File: src/rtl/fpnew_shared_arbiter.sv
// Shares one FPNEW instance among NB_CORES demux ports: round-robin request
// arbitration with lock-until-grant, and an in-order ID FIFO to route responses.
module fpnew_shared_arbiter #(
    parameter int NB_CORES        = 4,
    parameter int DATA_WIDTH      = 32,
    parameter int NB_ARGS         = 3,
    parameter int OPCODE_WIDTH    = 6,
    parameter int DSFLAGS_WIDTH   = 15,
    parameter int USFLAGS_WIDTH   = 5,
    parameter int MAX_OUTSTANDING = 4
) (
    input  logic                                             clk,
    input  logic                                             rst_n,
    input  logic [NB_CORES-1:0]                              slv_req_i,
    output logic [NB_CORES-1:0]                              slv_gnt_o,
    input  logic [NB_CORES-1:0][NB_ARGS-1:0][DATA_WIDTH-1:0] slv_operands_i,
    input  logic [NB_CORES-1:0][OPCODE_WIDTH-1:0]            slv_op_i,
    input  logic [NB_CORES-1:0][DSFLAGS_WIDTH-1:0]           slv_flags_i,
    input  logic [NB_CORES-1:0]                              slv_rready_i,
    output logic [NB_CORES-1:0]                              slv_rvalid_o,
    output logic [NB_CORES-1:0][DATA_WIDTH-1:0]              slv_rdata_o,
    output logic [NB_CORES-1:0][USFLAGS_WIDTH-1:0]           slv_rflags_o,
    output logic                                             fpu_req_o,
    input  logic                                             fpu_gnt_i,
    output logic [NB_ARGS-1:0][DATA_WIDTH-1:0]               fpu_operands_o,
    output logic [OPCODE_WIDTH-1:0]                          fpu_op_o,
    output logic [DSFLAGS_WIDTH-1:0]                         fpu_flags_o,
    output logic                                             fpu_rready_o,
    input  logic                                             fpu_rvalid_i,
    input  logic [DATA_WIDTH-1:0]                            fpu_rdata_i,
    input  logic [USFLAGS_WIDTH-1:0]                         fpu_rflags_i,
    output logic                                             orphan_rsp_o
);

    localparam int ID_W  = (NB_CORES > 1) ? $clog2(NB_CORES) : 1;
    localparam int PTR_W = $clog2(MAX_OUTSTANDING);

    logic [ID_W-1:0]                       rr_ptr_q, rr_ptr_d;
    logic                                  lock_q, lock_d;
    logic [ID_W-1:0]                       locked_id_q, locked_id_d;
    logic [MAX_OUTSTANDING-1:0][ID_W-1:0]  fifo_q, fifo_d;
    logic [PTR_W-1:0]                      rd_ptr_q, rd_ptr_d;
    logic [PTR_W-1:0]                      wr_ptr_q, wr_ptr_d;
    logic [PTR_W:0]                        cnt_q, cnt_d;
    logic                                  orphan_q, orphan_d;

    logic [ID_W-1:0] sel;
    logic            sel_valid;
    logic            fifo_full;
    logic            fifo_empty;
    logic [ID_W-1:0] head_id;
    logic            push;
    logic            pop;
    int              idx;

    assign fifo_full  = (cnt_q == (PTR_W+1)'(MAX_OUTSTANDING));
    assign fifo_empty = (cnt_q == '0);
    assign head_id    = fifo_q[rd_ptr_q];

    // While locked the selection is frozen; otherwise first requester at/after rr_ptr.
    always_comb begin
        sel       = '0;
        sel_valid = 1'b0;
        idx       = 0;
        if (lock_q) begin
            sel       = locked_id_q;
            sel_valid = slv_req_i[locked_id_q];
        end else begin
            for (int i = 0; i < NB_CORES; i++) begin
                idx = int'(rr_ptr_q) + i;
                if (idx >= NB_CORES) idx = idx - NB_CORES;
                if (!sel_valid && slv_req_i[idx]) begin
                    sel_valid = 1'b1;
                    sel       = ID_W'(idx);
                end
            end
        end
    end

    assign fpu_req_o      = sel_valid & ~fifo_full;
    assign push           = fpu_req_o & fpu_gnt_i;
    assign fpu_operands_o = slv_operands_i[sel];
    assign fpu_op_o       = slv_op_i[sel];
    assign fpu_flags_o    = slv_flags_i[sel];

    always_comb begin
        slv_gnt_o = '0;
        if (fpu_req_o) slv_gnt_o[sel] = fpu_gnt_i;
    end

    // An empty FIFO accepts and drops any response so FPNEW never stalls on it.
    always_comb begin
        slv_rvalid_o = '0;
        fpu_rready_o = 1'b1;
        if (!fifo_empty) begin
            slv_rvalid_o[head_id] = fpu_rvalid_i;
            fpu_rready_o          = slv_rready_i[head_id];
        end
    end

    assign pop          = fpu_rvalid_i & fpu_rready_o & ~fifo_empty;
    assign slv_rdata_o  = {NB_CORES{fpu_rdata_i}};
    assign slv_rflags_o = {NB_CORES{fpu_rflags_i}};
    assign orphan_rsp_o = orphan_q;

    always_comb begin
        rr_ptr_d    = rr_ptr_q;
        lock_d      = lock_q;
        locked_id_d = locked_id_q;
        fifo_d      = fifo_q;
        rd_ptr_d    = rd_ptr_q;
        wr_ptr_d    = wr_ptr_q;
        cnt_d       = cnt_q;
        orphan_d    = orphan_q | (fifo_empty & fpu_rvalid_i);

        if (push) begin
            lock_d           = 1'b0;
            rr_ptr_d         = (sel == ID_W'(NB_CORES - 1)) ? '0 : sel + ID_W'(1);
            fifo_d[wr_ptr_q] = sel;
            wr_ptr_d         = wr_ptr_q + PTR_W'(1);
        end else if (fpu_req_o) begin
            lock_d      = 1'b1;
            locked_id_d = sel;
        end

        if (pop) rd_ptr_d = rd_ptr_q + PTR_W'(1);

        case ({push, pop})
            2'b10:   cnt_d = cnt_q + (PTR_W+1)'(1);
            2'b01:   cnt_d = cnt_q - (PTR_W+1)'(1);
            default: cnt_d = cnt_q;
        endcase
    end

    always_ff @(posedge clk) begin
        if (!rst_n) begin
            rr_ptr_q    <= '0;
            lock_q      <= 1'b0;
            locked_id_q <= '0;
            rd_ptr_q    <= '0;
            wr_ptr_q    <= '0;
            cnt_q       <= '0;
            orphan_q    <= 1'b0;
        end else begin
            rr_ptr_q    <= rr_ptr_d;
            lock_q      <= lock_d;
            locked_id_q <= locked_id_d;
            rd_ptr_q    <= rd_ptr_d;
            wr_ptr_q    <= wr_ptr_d;
            cnt_q       <= cnt_d;
            orphan_q    <= orphan_d;
        end
    end

    // ID storage is only read through valid pointers, so it carries no reset.
    always_ff @(posedge clk) begin
        fifo_q <= fifo_d;
    end

endmodule

File: config.mk
export PLATFORM = sky130hd
export DESIGN_NAME = fpnew_shared_arbiter
export DESIGN_NICKNAME = d
export VERILOG_FILES = /design/src/rtl/fpnew_shared_arbiter.sv
export SDC_FILE = /design/constraint.sdc
export NUM_CORES = 1
export LEC_CHECK = 0
export CAP_MARGIN = 20
export CORE_AREA = 3 3 304 306
export DETAILED_ROUTE_END_ITERATION = 6
export DIE_AREA = 0 0 307 309
export PLACE_DENSITY = 0.37
export SYNTH_ARGS = -nofsm -noshare
export SYNTH_HDL_FRONTEND = slang
export SYNTH_SLANG_ARGS = --single-unit
File: constraint.sdc
create_clock -name clk -period 7.6 [get_ports clk]
set_clock_uncertainty 0.05 [all_clocks]
set_input_delay 0.76 -clock clk [delete_from_list [all_inputs] [get_ports clk]]
set_output_delay 0.76 -clock clk [all_outputs]
set_load 0.03 [all_outputs]
==> run metrics, run 1 <==
clock sinks=21; vias=6,447; largest area contributor in the netlist=mux2i_1; First-pass DRT Iterations=4; r2r setup slk=4.61 ns; fin crit period=5.12 ns; Top Ports=793; global-route wire length before repair=54,600 um; starting density of the core=6.78%; switch share=49.8%; I/O Buffers=607; max_cap viols=0; wire length on met1=15,300 um; CP peak stage delay=0.82 ns; Congestion Overflow GR=0; Syn Inst Count=660; Die Area=94,900 um2; Primary FF master, synth=dfxtp_1; # hold bufs at CTS=0; final hold violation count=0; Clock Tree Root=clkbuf_16; RSZ-0062 raised after global routing=no; Cell Area, Synth=6090 um2; Worst EP required=6.79 ns; Post-synth EDFFs=8; Syn. warnings=0; FMAX=195 MHz; GRT Total Usage=8.02%; top post-synthesis cells by count=mux2i_1 (359), buf_4 (148), buf_2 (23); Nets=1,624; unique cell type count in the Yosys netlist=36; top-count cell post-synth=mux2i_1; worst slew pin tran=0.875 ns; worst path arrival time=4.31 ns; gpl congestion=0.781; DR iter-0 viols=149; Syn-to-layout area delta=106%; Crit-path slowest cell=o221a_4; clk slew on worst S/H paths=0.06 ns; share of layout cells above drive strength 1=2.65%; synth top area cells=mux2i_1 (59%), buf_4 (18%), dfxtp_1 (4.3%); DRT Wirelength=41,000 um; fin crit share=67.3%; Pint=0.00127 W; HP Class=reg -> reg; syn_nets=1,187; pwr/cell area=201 nW/um2; flops & latches, synth=21; clk_lat worst skew=0.26 ns; vias in the first global route=7,196; WL per Instance=18.0 um; Net Switching=0.00126 W; Pleak=5.40 nW; DRC=0; critical-path cell list=clkdlybuf4s50_1 > inv_1 > o21ai_0 > o221a_4 > buf_4 > mux2i_1 > mux2i_1 > clkdlybuf4s50_1; Crit. End Element=primary output; CTS H-Tree Depth=1; outcome=finished, final reports clean; register area share after synthesis=8.21%; met3 routed WL=3550 um; CTS tree=built; Flop pwr share=6.5%; critical path fanouts, max=34; Setup Fix Bufs, Post-CTS=0; DP Wirelength=36,200 um; average size of a mapped cell=9.23 um2; hold slack=0.426 ns; row count=110; CTS buffer count=3; Clk pwr share=4.5%; Highest Signal Layer=met5; final setup TNS=0 ns; Max-slew headroom=41.7%; CTS resizes=0; Yosys top cell area share=59.0%; Setup Viol. Count Final=0; Max IR drop VDD=0.0000867 V; met2 routed WL=21,600 um; Die Y=309 um; max-slew violations=0; startpoint types=input pin; Layout Cells excl Fill=2,274; initial antenna violation count=7; placed insts=2,268; kind of critical path=in -> out; core footprint=89,900 um2; Vias/cell=2.84; largest net degree at the start of global routing=63; die width=307 um; Max clock buf depth=2; Post-synth ARST share=0%; Routed Antenna Nets=0; Comb power frac=89.0%
## layout make-up
class	count	area (um2)
sequential	21	500
clock inverter	1	7.51
antenna	2	5.00
clock buffer	3	75.1
inverter	13	48.8
fill	10200	77300
timing repair buffer	622	6240
tap	1176	1470
multi-input combinational	436	4210
## cell families after synthesis
| logic type | synth area share [%] |
|---|---|
| buffers and inverters | 23.0 |
| DFF | 8.21 |
| and+or+nand+nor | 4.23 |
| xor gates and xnor gates | 0.575 |
| muxes | 60.1 |
| AOI/OAI and AO/OA | 1.77 |
| adders and majority gates | 2.18 |
## power groups by stage
stage | clock (W) | combinational, W | sequential, W
2_1_floorplan | 0 | 0.00146 | 0.000162
3_3_place_gp | 0 | 0.00228 | 0.000166
3_5_place_dp | 0 | 0.00228 | 0.000167
4_1_cts | 0.000119 | 0.00230 | 0.000164
5_1_grt | 0.000123 | 0.00238 | 0.000168
6_report | 0.000115 | 0.00225 | 0.000164
## placed cells by master, fill, tap and decap left out, types with 5 or more instances in the layout
cell type / instances
a21oi_1: 5
and2_1: 8
buf_4: 11
clkdlybuf4s50_1: 607
dfxtp_1: 13
edfxtp_1: 8
ha_1: 9
inv_1: 12
mux2i_1: 359
nor2_1: 14
## through the flow
step           setup slack [ns]  cell area [um2]  total power, W  utilization [%]
3_3_place_gp               2.38            12500         0.00245             13.9
2_1_floorplan              4.31             6090         0.00162                -
5_1_grt                    2.31            12600         0.00268             14.0
6_report                   2.48            12600         0.00253             14.0
4_1_cts                    2.39            12600         0.00258             14.0
3_5_place_dp               2.38            12500         0.00245             13.9
## flip-flops by register name, summed over array words and instances, names as in the netlist
register,count
cnt_q,3
fifo_q,8
lock_q,1
locked_id_q,2
orphan_rsp_o,1
rd_ptr_q,2
rr_ptr_q,2
wr_ptr_q,2
## worst max-delay path, delay by kind of cell
kind            cells  cell delay, ns
buf+inv             4            1.83
compound gates      2            1.03
mux                 2            0.64
## path summary, 6_finish.rpt
check,endpoint,start,depth (start not counted)
max reg2reg,cnt_q[2],rd_ptr_q[0],9
min reg2reg,orphan_rsp_o,orphan_rsp_o,2
min,orphan_rsp_o,orphan_rsp_o,2
max,fpu_operands_o[23],slv_req_i[2],8
## per-layer routing
layer,global-route usage (%),vias up
met1,8.80,2927
met2,15.2,382
met5,0,-
met4,1.44,2
li1,-,3092
met3,2.46,44
No activity file was read; power rests on OpenSTA's default activity.
==> run 2: changes to the inputs <==
CORE_AREA = 3 3 310 312   (was 3 3 304 306)
DIE_AREA = 0 0 313 315   (was 0 0 307 309)
clock period = 4.7 ns   (was 7.6 ns; I/O delays follow)
==> run 2 against run 1 <==
Against the previous run: critical endpoint is now fpu_op_o[4]; clock power is 56% higher; first-iteration DRC count is 21% lower; highest routed layer unchanged; cell area is 2.0% higher.
==> run metrics, run 2 (synthesized netlist as in run 1, its figures left out) <==
outcome=finished, final reports clean (unchanged); reg2reg end=cnt_q[2] (unchanged); worst setup path start=slv_req_i[3] (was slv_req_i[2]); max-slew violations=0 (unchanged); hold slack=0.416 ns (was 0.426 ns); FMAX=251 MHz; Congestion Overflow GR=0 (unchanged); CTS resizes=0 (unchanged); startpoint types=input pin (unchanged); pwr/cell area=322 nW/um2 (was 201 nW/um2); final hold violation count=0 (unchanged); worst path arrival time=3.47 ns (was 4.31 ns); # hold bufs at CTS=0 (unchanged); max_cap viols=0 (unchanged); DP Wirelength=32,200 um (was 36,200 um); Crit. End Element=primary output (unchanged); DRC=0 (unchanged); Nets=1,634 (was 1,624); starting density of the core=6.53% (was 6.78%); r2r setup slk=1.69 ns (was 4.61 ns); Setup Viol. Count Final=0 (unchanged); Setup WS post-layout=0.714 ns (was 2.48 ns); CP peak stage delay=0.73 ns (was 0.82 ns); First-pass DRT Iterations=4 (unchanged); GRT Total Usage=6.75% (was 8.02%); Max-slew headroom=43.3% (was 41.7%); critical path fanouts, max=30 (was 34); Flop pwr share=6.4% (was 6.5%); row count=112 (was 110); Max IR drop VDD=0.000198 V (was 0.0000867 V); Syn-to-layout area delta=110% (was 106%); final setup TNS=0 ns (unchanged); clk slew on worst S/H paths=0.06 ns (about the same); commonest cells after routing, fill and taps aside=clkdlybuf4s50_1 (604), mux2i_1 (359), buf_4 (17) (was clkdlybuf4s50_1 (607), mux2i_1 (359), nor2_1 (14)); Multi-input gate area=4210 um2 (unchanged); switch share=48.7% (was 49.8%); largest net degree at the start of global routing=65 (was 63); Comb power frac=89.2% (was 89.0%); Worst EP required=4.18 ns (was 6.79 ns); CTS buffer count=3 (unchanged); Routed Antenna Nets=0 (unchanged); critical-path cell list=clkdlybuf4s50_1 > nor2_1 > or3b_1 > o221a_4 > buf_12 > buf_4 > mux2i_1 > mux2i_1 > clkdlybuf4s50_1 (was clkdlybuf4s50_1 > inv_1 > o21ai_0 > o221a_4 > buf_4 > mux2i_1 > mux2i_1 > clkdlybuf4s50_1); CTS tree=built (unchanged); core footprint=93,300 um2 (was 89,900 um2); Hold EP=orphan_rsp_o (unchanged); Setup Fix Bufs, Post-CTS=0 (unchanged); max reg flops=8 (unchanged); HP Class=reg -> reg (unchanged); Top Family by Delay on Critical Path=buffers and inverters (unchanged); Pint=0.00212 W (was 0.00127 W); die width=313 um (was 307 um); I/O Buffers=607 (unchanged); r2r startpoint=rd_ptr_q[0] (unchanged); biggest regs=fifo_q: 8 flops, cnt_q: 3 flops (unchanged); clk_lat worst skew=0.25 ns (was 0.26 ns); global-route wire length before repair=49,300 um (was 54,600 um); fin crit share=84.8%; Max clock buf depth=2 (unchanged); kind of critical path=in -> out (unchanged); Crit-path slowest cell=clkdlybuf4s50_1 (was o221a_4); most common cell after layout, fill and taps aside=clkdlybuf4s50_1 (unchanged); gpl congestion=0.823 (was 0.781); R2R depth=9 (unchanged); Final Util=13.7% (was 14.0%); Die Area=98,600 um2 (was 94,900 um2); Net Switching=0.00201 W (was 0.00126 W); worst slew pin tran=0.838 ns (was 0.875 ns); HP Start=orphan_rsp_o (unchanged); RSZ-0062 raised after global routing=no (unchanged); DR iter-0 viols=117 (was 149); pre-CTS setup slack=0.696 ns (was 2.38 ns); CTS H-Tree Depth=1 (unchanged); clock sinks=21 (unchanged); initial antenna violation count=4 (was 7); vias in the first global route=6,944 (was 7,196); storage element area=500 um2 (unchanged); fin crit period=3.99 ns; hold path depth=2 (unchanged); WL per Instance=15.4 um (was 18.0 um); Biggest register=fifo_q (unchanged); Clk pwr share=4.3% (was 4.5%); Die Y=315 um (was 309 um); Clock Tree Root=clkbuf_16 (unchanged); vias=6,384 (was 6,447); Vias/cell=2.70 (was 2.84); Pleak=5.49 nW (was 5.40 nW); DRT Wirelength=36,300 um (was 41,000 um); Top Ports=793 (unchanged); share of layout cells above drive strength 1=3.80% (was 2.65%); Layout fillers=10,600 (was 10,200); WP buf/inv=4 (unchanged)
run 2: power groups by stage:
stage,clock network (W),registers (W),logic [W]
detailed placement,0,0.000271,0.00374
global placement,0,0.000270,0.00374
finish,0.000179,0.000266,0.00368
floorplan,0,0.000263,0.00236
global route,0.000192,0.000272,0.00391
CTS,0.000184,0.000267,0.00376
run 2: area by class of cell:
type	instances	area share, %
timing repair buffer	632	49.9
multi-input combinational	436	32.9
tap	1254	12.3
sequential	21	3.91
clock buffer	3	0.586
inverter	13	0.381
clock inverter	1	0.0391
antenna	2	0.0391
run 2: how the worst max path moves through the flow:
stage | end | slack, ns | cells past startpoint
finish | fpu_op_o[4] | 0.71 | 9
global route | fpu_operands_o[53] | 0.56 | 9
CTS | fpu_op_o[4] | 0.69 | 9
detailed placement | fpu_op_o[4] | 0.70 | 9
global placement | fpu_op_o[4] | 0.70 | 9
floorplan | cnt_q[2] | 1.95 | 9
run 2: metrics by stage:
| step | std cells | area, um2 | power (W) |
|---|---|---|---|
| after CTS | 2360 | 12800 | 0.00421 |
| after global placement | 2356 | 12700 | 0.00401 |
| final | 2362 | 12800 | 0.00413 |
| after floorplan | 660 | 6090 | 0.00263 |
| after detailed placement | 2356 | 12700 | 0.00401 |
| after global routing | 2360 | 12800 | 0.00437 |
run 2: routing by layer:
metal  vias to the layer above  track usage, %  wire length (um)  share of wire, %
li1                       3106               -                 -                 -
met1                      2868            7.72             14100                39
met2                       369            11.7             17600                49
met3                        35            2.77              3800                10
met4                         6            1.63               733               2.0
met5                         -               0                39              0.11
run 2: worst reg2reg max path: stages (launching register included):
cell	delay (ns)
dfxtp_1	0.43
mux4_2	0.57
or2_2	0.34
o22ai_2	0.25
ha_1	0.25
inv_1	0.07
fa_1	0.37
xor2_1	0.16
or3_1	0.31
a21oi_1	0.14
==> run 3: changes to the inputs <==
CORE_AREA = 3 3 307 309   (was 3 3 310 312)
DIE_AREA = 0 0 310 312   (was 0 0 313 315)
clock period = 4 ns   (was 4.7 ns; I/O delays follow)
==> run 3 against run 2 <==
Against the previous run: hold slack improved by 0.0099 ns; register-to-register slack got worse by 0.72 ns; first-iteration DRC count rose by 43%.
==> run metrics, run 3 (synthesized netlist as in run 1, its figures left out) <==
outcome=finished, final reports clean (unchanged); post-place instance area=12,800 um2 (was 12,700 um2); initial antenna violation count=11 (was 4); # hold bufs at CTS=0 (unchanged); Crit-path slowest cell=clkdlybuf4s50_1 (unchanged); core footprint=91,700 um2 (was 93,300 um2); Max-slew headroom=52.3% (was 43.3%); global-route wire length before repair=55,500 um (was 49,300 um); Final Util=14.0% (was 13.7%); HP Class=reg -> reg (unchanged); max reg flops=8 (unchanged); critical path fanouts, max=57 (was 30); Net Switching=0.00247 W (was 0.00201 W); CTS H-Tree Depth=1 (unchanged); Biggest register=fifo_q (unchanged); First-pass DRT Iterations=4 (unchanged); share of layout cells above drive strength 1=9.44% (was 3.80%); CP peak stage delay=0.54 ns (was 0.73 ns); DR iter-0 viols=167 (was 117); storage element area=500 um2 (unchanged); Multi-input gate area=4210 um2 (about the same); GRT Total Usage=8.09% (was 6.75%); Clock Tree Root=clkbuf_16 (unchanged); DRC=0 (unchanged); CTS resizes=0 (unchanged); Max IR drop VDD=0.000189 V (was 0.000198 V); clk_lat worst skew=0.25 ns (about the same); commonest cells after routing, fill and taps aside=clkdlybuf4s50_1 (539), mux2i_1 (358), buf_4 (51) (was clkdlybuf4s50_1 (604), mux2i_1 (359), buf_4 (17)); DP Wirelength=37,600 um (was 32,200 um); starting density of the core=6.65% (was 6.53%); biggest regs=fifo_q: 8 flops, cnt_q: 3 flops (unchanged); FMAX=271 MHz; critical-path cell list=clkdlybuf4s50_1 > inv_1 > o21ai_0 > o221a_4 > buf_12 > buf_12 > mux2i_1 > mux2i_1 > buf_12 (was clkdlybuf4s50_1 > nor2_1 > or3b_1 > o221a_4 > buf_12 > buf_4 > mux2i_1 > mux2i_1 > clkdlybuf4s50_1); die width=310 um (was 313 um); Finished Cell Area=12,900 um2 (was 12,800 um2); switch share=48.6% (was 48.7%); Routed Antenna Nets=0 (unchanged); Comb power frac=89.7% (was 89.2%); Vias/cell=2.81 (was 2.70); Nets=1,630 (was 1,634); Crit. End Element=primary output (unchanged); fin crit period=3.68 ns; final setup TNS=0 ns (unchanged); Syn-to-layout area delta=111% (was 110%); largest net degree at the start of global routing=60 (was 65); Top Ports=793 (unchanged); I/O Buffers=607 (unchanged); worst slew pin tran=0.713 ns (was 0.838 ns); Setup Fix Bufs, Post-CTS=0 (unchanged); Pint=0.00262 W (was 0.00212 W); Layout fillers=10,400 (was 10,600); fin crit share=92.1%; CTS buffer count=3 (unchanged); Congestion Overflow GR=0 (unchanged); worst path arrival time=3.23 ns (was 3.47 ns); Die Area=96,700 um2 (was 98,600 um2); WL per Instance=18.4 um (was 15.4 um); Pleak=5.65 nW (was 5.49 nW); vias in the first global route=6,987 (was 6,944); most common cell after layout, fill and taps aside=clkdlybuf4s50_1 (unchanged); Die Y=312 um (was 315 um); Flop pwr share=6.2% (was 6.4%); max_cap viols=0 (unchanged); vias=6,429 (was 6,384); final hold violation count=0 (unchanged); Setup Viol. Count Final=0 (unchanged); RSZ-0062 raised after global routing=no (unchanged); Max clock buf depth=2 (unchanged); kind of critical path=in -> out (unchanged); hold slack=0.426 ns (was 0.416 ns); gpl congestion=0.775 (was 0.823); Power Total=0.00510 W (was 0.00413 W); DRT Wirelength=42,200 um (was 36,300 um); max-slew violations=0 (unchanged); most frequent CP cell=buf_12; CTS tree=built (unchanged); pwr/cell area=396 nW/um2 (was 322 nW/um2); Worst EP required=3.55 ns (was 4.18 ns); row count=111 (was 112); Clk pwr share=4.1% (was 4.3%); startpoint types=input pin (unchanged); clock sinks=21 (unchanged); clk slew on worst S/H paths=0.06 ns (about the same)
## run 3: cell type report
| cell class | instances | area share, % |
|---|---|---|
| well taps | 1186 | 11.5 |
| flip-flops and latches | 21 | 3.89 |
| inverters | 13 | 0.379 |
| clock inverters | 1 | 0.0389 |
| multi-input cells | 436 | 32.7 |
| repair buffers | 628 | 50.8 |
| diodes | 3 | 0.0583 |
| clock buffers | 3 | 0.583 |
## run 3: through the flow
stage | std cells | setup slack [ns]
finish | 2291 | 0.316
global route | 2290 | 0.138
CTS | 2288 | 0.0511
detailed placement | 2284 | 0.0749
global placement | 2284 | 0.0369
floorplan | 660 | 1.25
## run 3: per-layer routing
layer	vias to the layer above	wire length, um	global-route usage, %
met2	375	20500	14.1
met4	10	329	1.01
met5	-	69	0
met1	2904	16600	9.43
li1	3107	-	-
met3	33	4650	3.42
## run 3: final timing paths
path / cells after the start / to / start / slack, ns
worst max-delay path: 9 / fpu_operands_o[23] / slv_req_i[2] / 0.32
worst min-delay path: 2 / orphan_rsp_o / orphan_rsp_o / 0.43
worst max register to register: 9 / cnt_q[2] / rd_ptr_q[0] / 0.97
worst min register to register: 2 / orphan_rsp_o / orphan_rsp_o / 0.43
## run 3: power groups by stage
stage                     Sequential [W]  Clock, W  Combinational [W]
after floorplan                 0.000309         0            0.00278
after global placement          0.000317         0            0.00464
after detailed placement        0.000319         0            0.00465
after CTS                       0.000315  0.000216            0.00467
after global routing            0.000321  0.000230            0.00484
final                           0.000315  0.000210            0.00457
## run 3: critical path, delay by kind of cell
kind / cells / cell delay (ns)
compound gates: 2 / 0.49
buf+inv: 5 / 1.51
mux: 2 / 0.67
